File: src/rtl/npn_tt_sweeper_pkg.sv
// Shared types for the NPN truth-table sweeper: FSM states, vector counts, index type.
// Latency: n/a (declarations only).
// Backpressure: n/a.
package npn_sweep_pkg;

    localparam int NUM_VARS = 4;
    localparam int NUM_VEC  = 16;

    typedef logic [3:0] vec_idx_t;

    typedef enum logic [1:0] {
        IDLE   = 2'd0,
        DRIVE  = 2'd1,
        SAMPLE = 2'd2,
        DONE   = 2'd3
    } sweep_state_t;

endpackage

File: src/rtl/npn_tt_sweeper.sv
// Walks all 16 input vectors through a combinational netlist and harvests/checks its truth table.
// Latency: done 16*(SETTLE+1) cycles after the accepting start edge.
// Backpressure: none; start while busy is ignored, start in IDLE/DONE restarts immediately.
// Ports: clk, rst (async high); start in; x0..x3 out to netlist; y0 in from netlist;
//        busy, done (level), tt[15:0], match, fail_idx[3:0] out.
module npn_tt_sweeper
    import npn_sweep_pkg::*;
#(
    parameter logic [15:0] EXPECTED_TT = 16'hE61E,
    parameter int          SETTLE      = 1          // must be >= 1
) (
    input  logic       clk,
    input  logic       rst,
    input  logic       start,
    output logic       x0,
    output logic       x1,
    output logic       x2,
    output logic       x3,
    input  logic       y0,
    output logic       busy,
    output logic       done,
    output logic [15:0] tt,
    output logic       match,
    output vec_idx_t   fail_idx
);

    localparam int CNT_W = $clog2(SETTLE + 1);
    localparam logic [CNT_W-1:0] SETTLE_LAST = CNT_W'(SETTLE - 1);
    localparam logic [CNT_W-1:0] CNT_ONE     = CNT_W'(1);
    localparam vec_idx_t         LAST_IDX    = vec_idx_t'(NUM_VEC - 1);

    sweep_state_t          state_q, state_d;
    vec_idx_t              idx_q, idx_d;
    logic [CNT_W-1:0]      cnt_q, cnt_d;
    logic [NUM_VARS-1:0]   x_q, x_d;
    logic                  busy_q, busy_d;
    logic                  done_q, done_d;
    logic [NUM_VEC-1:0]    tt_q, tt_d;
    logic                  match_q, match_d;
    vec_idx_t              fail_idx_q, fail_idx_d;
    logic                  fail_seen_q, fail_seen_d;
    logic                  mismatch;

    always_comb begin
        state_d     = state_q;
        idx_d       = idx_q;
        cnt_d       = cnt_q;
        x_d         = x_q;
        busy_d      = busy_q;
        done_d      = done_q;
        tt_d        = tt_q;
        match_d     = match_q;
        fail_idx_d  = fail_idx_q;
        fail_seen_d = fail_seen_q;
        mismatch    = (y0 != EXPECTED_TT[idx_q]);

        case (state_q)
            IDLE, DONE: begin
                if (start) begin
                    state_d     = DRIVE;
                    idx_d       = '0;
                    cnt_d       = '0;
                    x_d         = '0;
                    tt_d        = '0;
                    fail_idx_d  = '0;
                    fail_seen_d = 1'b0;
                    done_d      = 1'b0;
                    busy_d      = 1'b1;
                end
            end

            DRIVE: begin
                // Counter restarts at 0 for every vector, so SETTLE cycles elapse here.
                if (cnt_q == SETTLE_LAST) begin
                    cnt_d   = '0;
                    state_d = SAMPLE;
                end else begin
                    cnt_d = cnt_q + CNT_ONE;
                end
            end

            SAMPLE: begin
                tt_d[idx_q] = y0;
                if (mismatch && !fail_seen_q) begin
                    fail_idx_d  = idx_q;
                    fail_seen_d = 1'b1;
                end
                // Last-vector test comes before the increment, so idx never wraps
                // and x stays parked at the final vector while DONE.
                if (idx_q == LAST_IDX) begin
                    state_d = DONE;
                    match_d = !(fail_seen_q || mismatch);
                    done_d  = 1'b1;
                    busy_d  = 1'b0;
                end else begin
                    idx_d   = idx_q + 4'd1;
                    x_d     = idx_q + 4'd1;
                    state_d = DRIVE;
                end
            end

            default: state_d = IDLE;
        endcase
    end

    always_ff @(posedge clk or posedge rst) begin
        if (rst) begin
            state_q     <= IDLE;
            idx_q       <= '0;
            cnt_q       <= '0;
            x_q         <= '0;
            busy_q      <= 1'b0;
            done_q      <= 1'b0;
            tt_q        <= '0;
            match_q     <= 1'b0;
            fail_idx_q  <= '0;
            fail_seen_q <= 1'b0;
        end else begin
            state_q     <= state_d;
            idx_q       <= idx_d;
            cnt_q       <= cnt_d;
            x_q         <= x_d;
            busy_q      <= busy_d;
            done_q      <= done_d;
            tt_q        <= tt_d;
            match_q     <= match_d;
            fail_idx_q  <= fail_idx_d;
            fail_seen_q <= fail_seen_d;
        end
    end

    assign {x3, x2, x1, x0} = x_q;
    assign busy     = busy_q;
    assign done     = done_q;
    assign tt       = tt_q;
    assign match    = match_q;
    assign fail_idx = fail_idx_q;

endmodule

File: config.mk
export PLATFORM = sky130hd
export DESIGN_NAME = npn_tt_sweeper
export DESIGN_NICKNAME = d
export VERILOG_FILES = /design/src/rtl/npn_tt_sweeper_pkg.sv /design/src/rtl/npn_tt_sweeper.sv
export SDC_FILE = /design/constraint.sdc
export NUM_CORES = 1
export LEC_CHECK = 0
export CAP_MARGIN = 20
export CORE_ASPECT_RATIO = 0.9
export CORE_UTILIZATION = 30
export CTS_CLUSTER_DIAMETER = 200
export DETAILED_ROUTE_END_ITERATION = 10
export SYNTH_ARGS = -nofsm -noshare
export SYNTH_HDL_FRONTEND = slang
export SYNTH_SLANG_ARGS = --single-unit
File: constraint.sdc
create_clock -name clk -period 2.4 [get_ports clk]
set_clock_uncertainty 0.15 [all_clocks]
set_input_delay 0.48 -clock clk [delete_from_list [all_inputs] [get_ports clk]]
set_output_delay 0.48 -clock clk [all_outputs]
set_load 0.01 [all_outputs]
-- After elaboration in Yosys (flattened, before gate mapping)
Memories as Yosys holds them, arrays and structs flattened.
Cells that the tools add are included.
- memories kept: 1
- register bits after elaboration: 31
- ROM bits: 16
- output and inout port bits: 27
- memories (name ; words ; width ; rd ports ; clocked after Yosys merged registers in ; wr ports ; line ; text):
    (name not given) ; 16 ; 1 ; 1 ; 0 ; 0 ; npn_tt_sweeper.sv:55 ; mismatch = (y0 != EXPECTED_TT[idx_q]);
- add/sub/neg operators: 2
- multiplexer cells: 25
- reductions and logical operators: 16
- $lt $le $gt $ge: 2
- equal/unequal tests: 10
- operators by type and width (kind ; number):
    16-bit one-hot mux with 2 select lines ; 1
    16-bit bitwise mux ; 1
    16-bit two-way mux ; 1
    4-bit one-hot mux with 2 select lines ; 2
    4-bit two-way mux ; 3
    2-bit inequality test (second input constant) ; 5
    3-bit AND reduction ; 3
    1-bit two-way mux ; 8
    1-bit one-hot mux with 2 select lines ; 4
    2-bit AND reduction ; 4
    2-bit two-way mux ; 3
    2-bit one-hot mux with 3 select lines ; 1
    4-bit by 5-bit less-than comparator with 1-bit output (second input constant) ; 1
    4-bit by 1-bit adder with 4-bit output (second input constant) ; 1
    1-bit demux with 4-bit select ; 1
    2-bit equality test (second input constant) ; 2
    4-bit equality test (second input constant) ; 1
    4-bit by 1-bit >= comparator with 1-bit output (second input constant) ; 1
    2-bit nonzero test ; 2
    2-bit by 1-bit equality test with 1-bit output (second input constant) ; 1
    1-bit logical AND ; 2
    1-bit zero test ; 2
    2-bit zero test ; 1
    2-bit OR reduction ; 1
    other kinds (3) ; 3

-- Logic depth before layout (Yosys ltp)
- depth after elaboration: 6
- mapped depth: 9
- mapped depth without buffers: 6

-- Least setup slack after synthesis
Ideal clock, no wire load.
- kind: flip-flop to flip-flop
- from: register, netlist name x_q[0]
- to: register match_q, in the netlist match
- required time: 2.174 ns
- slack: 0.257 ns
- period minus slack after synthesis: 2.143 ns
- data arrival time: 1.917 ns
- stages on the path, launching flop included: 7
- path through: dfrtp_1 > inv_1 > ha_1 > xnor2_1 > mux2_4 > or4_1 > o21ai_1
- RTL lines (item ; line ; text):
    to (signal assigned) ; npn_tt_sweeper.sv:126 ; match_q <= match_d;
    to (decl) ; npn_tt_sweeper.sv:39 ; logic match_q, match_d;

-- Final worst setup path
- from: register x_q[2]
- to: output port x2
- RTL lines (item ; line ; text):
    from (decl) ; npn_tt_sweeper.sv:35 ; logic [NUM_VARS-1:0] x_q, x_d;
    from (signal assigned) ; npn_tt_sweeper.sv:111 ; x_q <= '0;
    from (signal assigned) ; npn_tt_sweeper.sv:122 ; x_q <= x_d;
    to (decl) ; npn_tt_sweeper.sv:17 ; output logic x2,
No word-level cell between the ends.

==> flow_metrics.env <==
export IMPL_cts_inserted_buffers=5
export IMPL_number_of_placement_rows=24
export IMPL_cts_setup_buffers=0
export IMPL_final_period_utilization=0.8907
export IMPL_drive_gt1_frac=0.1029
export IMPL_drt_iter0_markers=88
export IMPL_end_kind="output port"
export IMPL_path_max_fanout=14
export IMPL_nets=214
export IMPL_total_inserted_antenna_cells=0
export IMPL_gp_routability_congestion=0.7728
export IMPL_worstSetupStartpointType="flop"
export IMPL_yosys_cell_types_count=27
export IMPL_ys_seq_area_frac=0.4655
export IMPL_netlist_area_um2=1613
export IMPL_transition_at_the_pin_with_the_smallest_max_transition_slack_ns=0.6231
export IMPL_rsz0062_at_grt="false"
export IMPL_avgRoutedWirePerCell_um=13.71
export IMPL_cpMaxStageDelayCell="sky130_fd_sc_hd__clkdlybuf4s50_1"
export IMPL_period_needed_ns=2.138
export IMPL_synth_avg_cell_area_um2=9.657
export IMPL_clock_latency_at_the_later_pin_of_the_worst_skew_pair_ns=0.29
export IMPL_dr_total_vias=1329
export IMPL_htreeDepth=2
export IMPL_run_status="finished clean"
export IMPL_largest_buffer_count_on_any_clock_path=2
export IMPL_post_place_cells=261
export IMPL_fmax_mhz=467.8
export IMPL_drt_pass1_iter_count=4
export IMPL_ant_nets=0
export IMPL_cp_cell_sequence="clkdlybuf4s50_1"
export IMPL_dieArea_um2=5674
export IMPL_irDropWorstVdd_mv=0.5008
export IMPL_global_route_total_usage_across_every_layer=0.1433
export IMPL_finalPower_mw=1.896
export IMPL_finalWirelength_um=3687
export IMPL_setup_failing_eps_final=0
export IMPL_final_cell_mix="30 x sky130_fd_sc_hd__dfrtp_1, 30 x sky130_fd_sc_hd__clkdlybuf4s50_1, 29 x sky130_fd_sc_hd__nand2_1"
export IMPL_clk_pin_slew_ns=0.07
export IMPL_worstPathRequired_ns=1.77
export IMPL_die_w_um=79.29
export IMPL_area_growth_syn_to_layout_pct=32.12
export IMPL_path_class="flop to output port"
export IMPL_instances_no_fill=269
export IMPL_clock_tree_root_cell="sky130_fd_sc_hd__clkbuf_8"
export IMPL_max_cap_violations=0
export IMPL_synthTopCellsByArea="sky130_fd_sc_hd__dfrtp_1 47%, sky130_fd_sc_hd__a32o_1 9.3%, sky130_fd_sc_hd__nand2_1 6.7%, sky130_fd_sc_hd__ha_1 5.4%, sky130_fd_sc_hd__a21oi_1 3.1%"
export IMPL_initial_antenna_violation_count=0
export IMPL_syn_inst=167
export IMPL_port_buffer_count=30
export IMPL_synth_largest_area_cell="sky130_fd_sc_hd__dfrtp_1"
export IMPL_first_pass_grt_wire_length_um=6065
export IMPL_cts_tree="yes"
export IMPL_drc=0
export IMPL_grt_max_degree=31
export IMPL_crit_path_buf_inv_count=1
export IMPL_postCtsResizedCells=0
export IMPL_hold_class="flop to flop"
export IMPL_synth_seq_cells=30
export IMPL_critical_path_top_delay_family="buffers and inverters"
export IMPL_power_per_cell_area_nw_per_um2=889.9
export IMPL_grt_overflow_total=0
export IMPL_hold_viol_final=0
export IMPL_initial_utilization=0.3216
export IMPL_synth_top_cell_area_share=0.4655
export IMPL_hold_fix_buffers_at_cts=0
export IMPL_critical_path_max_stage_delay_ns=0.62
export IMPL_yosysWarningCount=0
export IMPL_final_design_area_no_fill_um2=2131
export IMPL_timing_setup_tns_ns=0
export IMPL_detail_route_vias_per_cell=4.941
export IMPL_place_area_um2=2022
export IMPL_power_leakage_nw=0.9177
export IMPL_core_area_um2=5015
export IMPL_synth_net_count=178
export IMPL_final_max_tran_viols=0
export IMPL_via_count_of_the_first_global_routing_pass=1251
export IMPL_place_detailed_hpwl_um=2564
export IMPL_normalized_max_slew_margin=0.5727
export IMPL_die_height_um=71.56
export IMPL_io_pins=31
export IMPL_cts_sinks=30
export IMPL_critPathArrivalTime_ns=1.51
export IMPL_worst_hold_slack_ns=0.3401
==> synth_stat cells <==
cell and count:
sky130_fd_sc_hd__dfrtp_1 30, sky130_fd_sc_hd__a22o_1 3, sky130_fd_sc_hd__mux2_4 1, sky130_fd_sc_hd__xnor2_1 1
sky130_fd_sc_hd__clkbuf_1 6, sky130_fd_sc_hd__inv_1 6, sky130_fd_sc_hd__or2_2 1, sky130_fd_sc_hd__a32o_1 15
sky130_fd_sc_hd__or4_1 1, sky130_fd_sc_hd__o21ai_1 1, sky130_fd_sc_hd__nand2_1 29, sky130_fd_sc_hd__nand2b_1 5
sky130_fd_sc_hd__ha_1 7, sky130_fd_sc_hd__nor2b_1 7, sky130_fd_sc_hd__buf_2 5, sky130_fd_sc_hd__o22ai_1 1
sky130_fd_sc_hd__nand3_1 8, sky130_fd_sc_hd__nor2_1 7, sky130_fd_sc_hd__o21ai_0 6, sky130_fd_sc_hd__and4_1 1
sky130_fd_sc_hd__mux2i_1 5, sky130_fd_sc_hd__and3_1 2, sky130_fd_sc_hd__o31ai_1 2, sky130_fd_sc_hd__and2_1 5
sky130_fd_sc_hd__a21oi_1 10, sky130_fd_sc_hd__a221o_1 1, sky130_fd_sc_hd__o31ai_4 1
==> where the power goes <==
part | internal [mW] | total, mW | switching, mW | leakage (nW)
Combinational | 0.337 | 0.791 | 0.454 | 0.457
Clock | 0.305 | 0.503 | 0.198 | 0.0579
Sequential | 0.559 | 0.602 | 0.0431 | 0.403
==> through the flow <==
| stage | utilization | setup WS [ns] |
|---|---|---|
| 2_1_floorplan | - | 0.2567 |
| 3_3_place_gp | 0.4032 | 0.1086 |
| 3_5_place_dp | 0.4032 | 0.06532 |
| 4_1_cts | 0.4249 | 0.2514 |
| 5_1_grt | 0.4249 | 0.1215 |
| 6_report | 0.4249 | 0.2624 |
==> final cells by class <==
type	count	area [um^2]
sequential	30	750.7
clock inverter	3	40.04
timing repair buffer	40	375.4
clock buffer	5	68.82
fill	479	2884
multi-input combinational	120	792.0
tap	65	81.33
inverter	6	22.52
==> path summary, 6_finish.rpt <==
path,start,endpoint,slack [ns],cells after the start
worst min register to register,match,match,0.34,2
max in group asynchronous,rst,tt[7],1.37,3
min in group asynchronous,rst,match,0.43,3
worst max register to register,x_q[0],match,0.29,6
worst min-delay path,match,match,0.34,2
worst max-delay path,x_q[2],x2,0.26,1
==> state kept, by name (all words and copies together), names as in the netlist <==
| register | cells |
|---|---|
| tt | 16 |
| busy | 1 |
| fail_seen_q | 1 |
| fail_idx | 4 |
| x_q | 4 |
| match | 1 |
| state_q | 2 |
| done | 1 |
==> cell families (layout without fill, tap and decap cells) <==
logic type | after synthesis | count (layout) | share of synthesized area
DFF | 30 | 30 | 0.4655
buffers and inverters | 17 | 54 | 0.04344
and+or+nand+nor | 66 | 66 | 0.1963
muxes | 6 | 6 | 0.04034
adders and majority gates | 7 | 7 | 0.05430
AOI/OAI and AO/OA | 40 | 40 | 0.1947
xor gates and xnor gates | 1 | 1 | 0.005432
==> per-layer routing <==
metal	up-vias	global-route usage	part of all wire
met4	0	0.04444	0.010
met2	38	0.2031	0.42
met3	6	0.05987	0.059
met1	620	0.1977	0.52
li1	665	-	-
met5	-	0	0
Power figures use the tool's default switching activity.
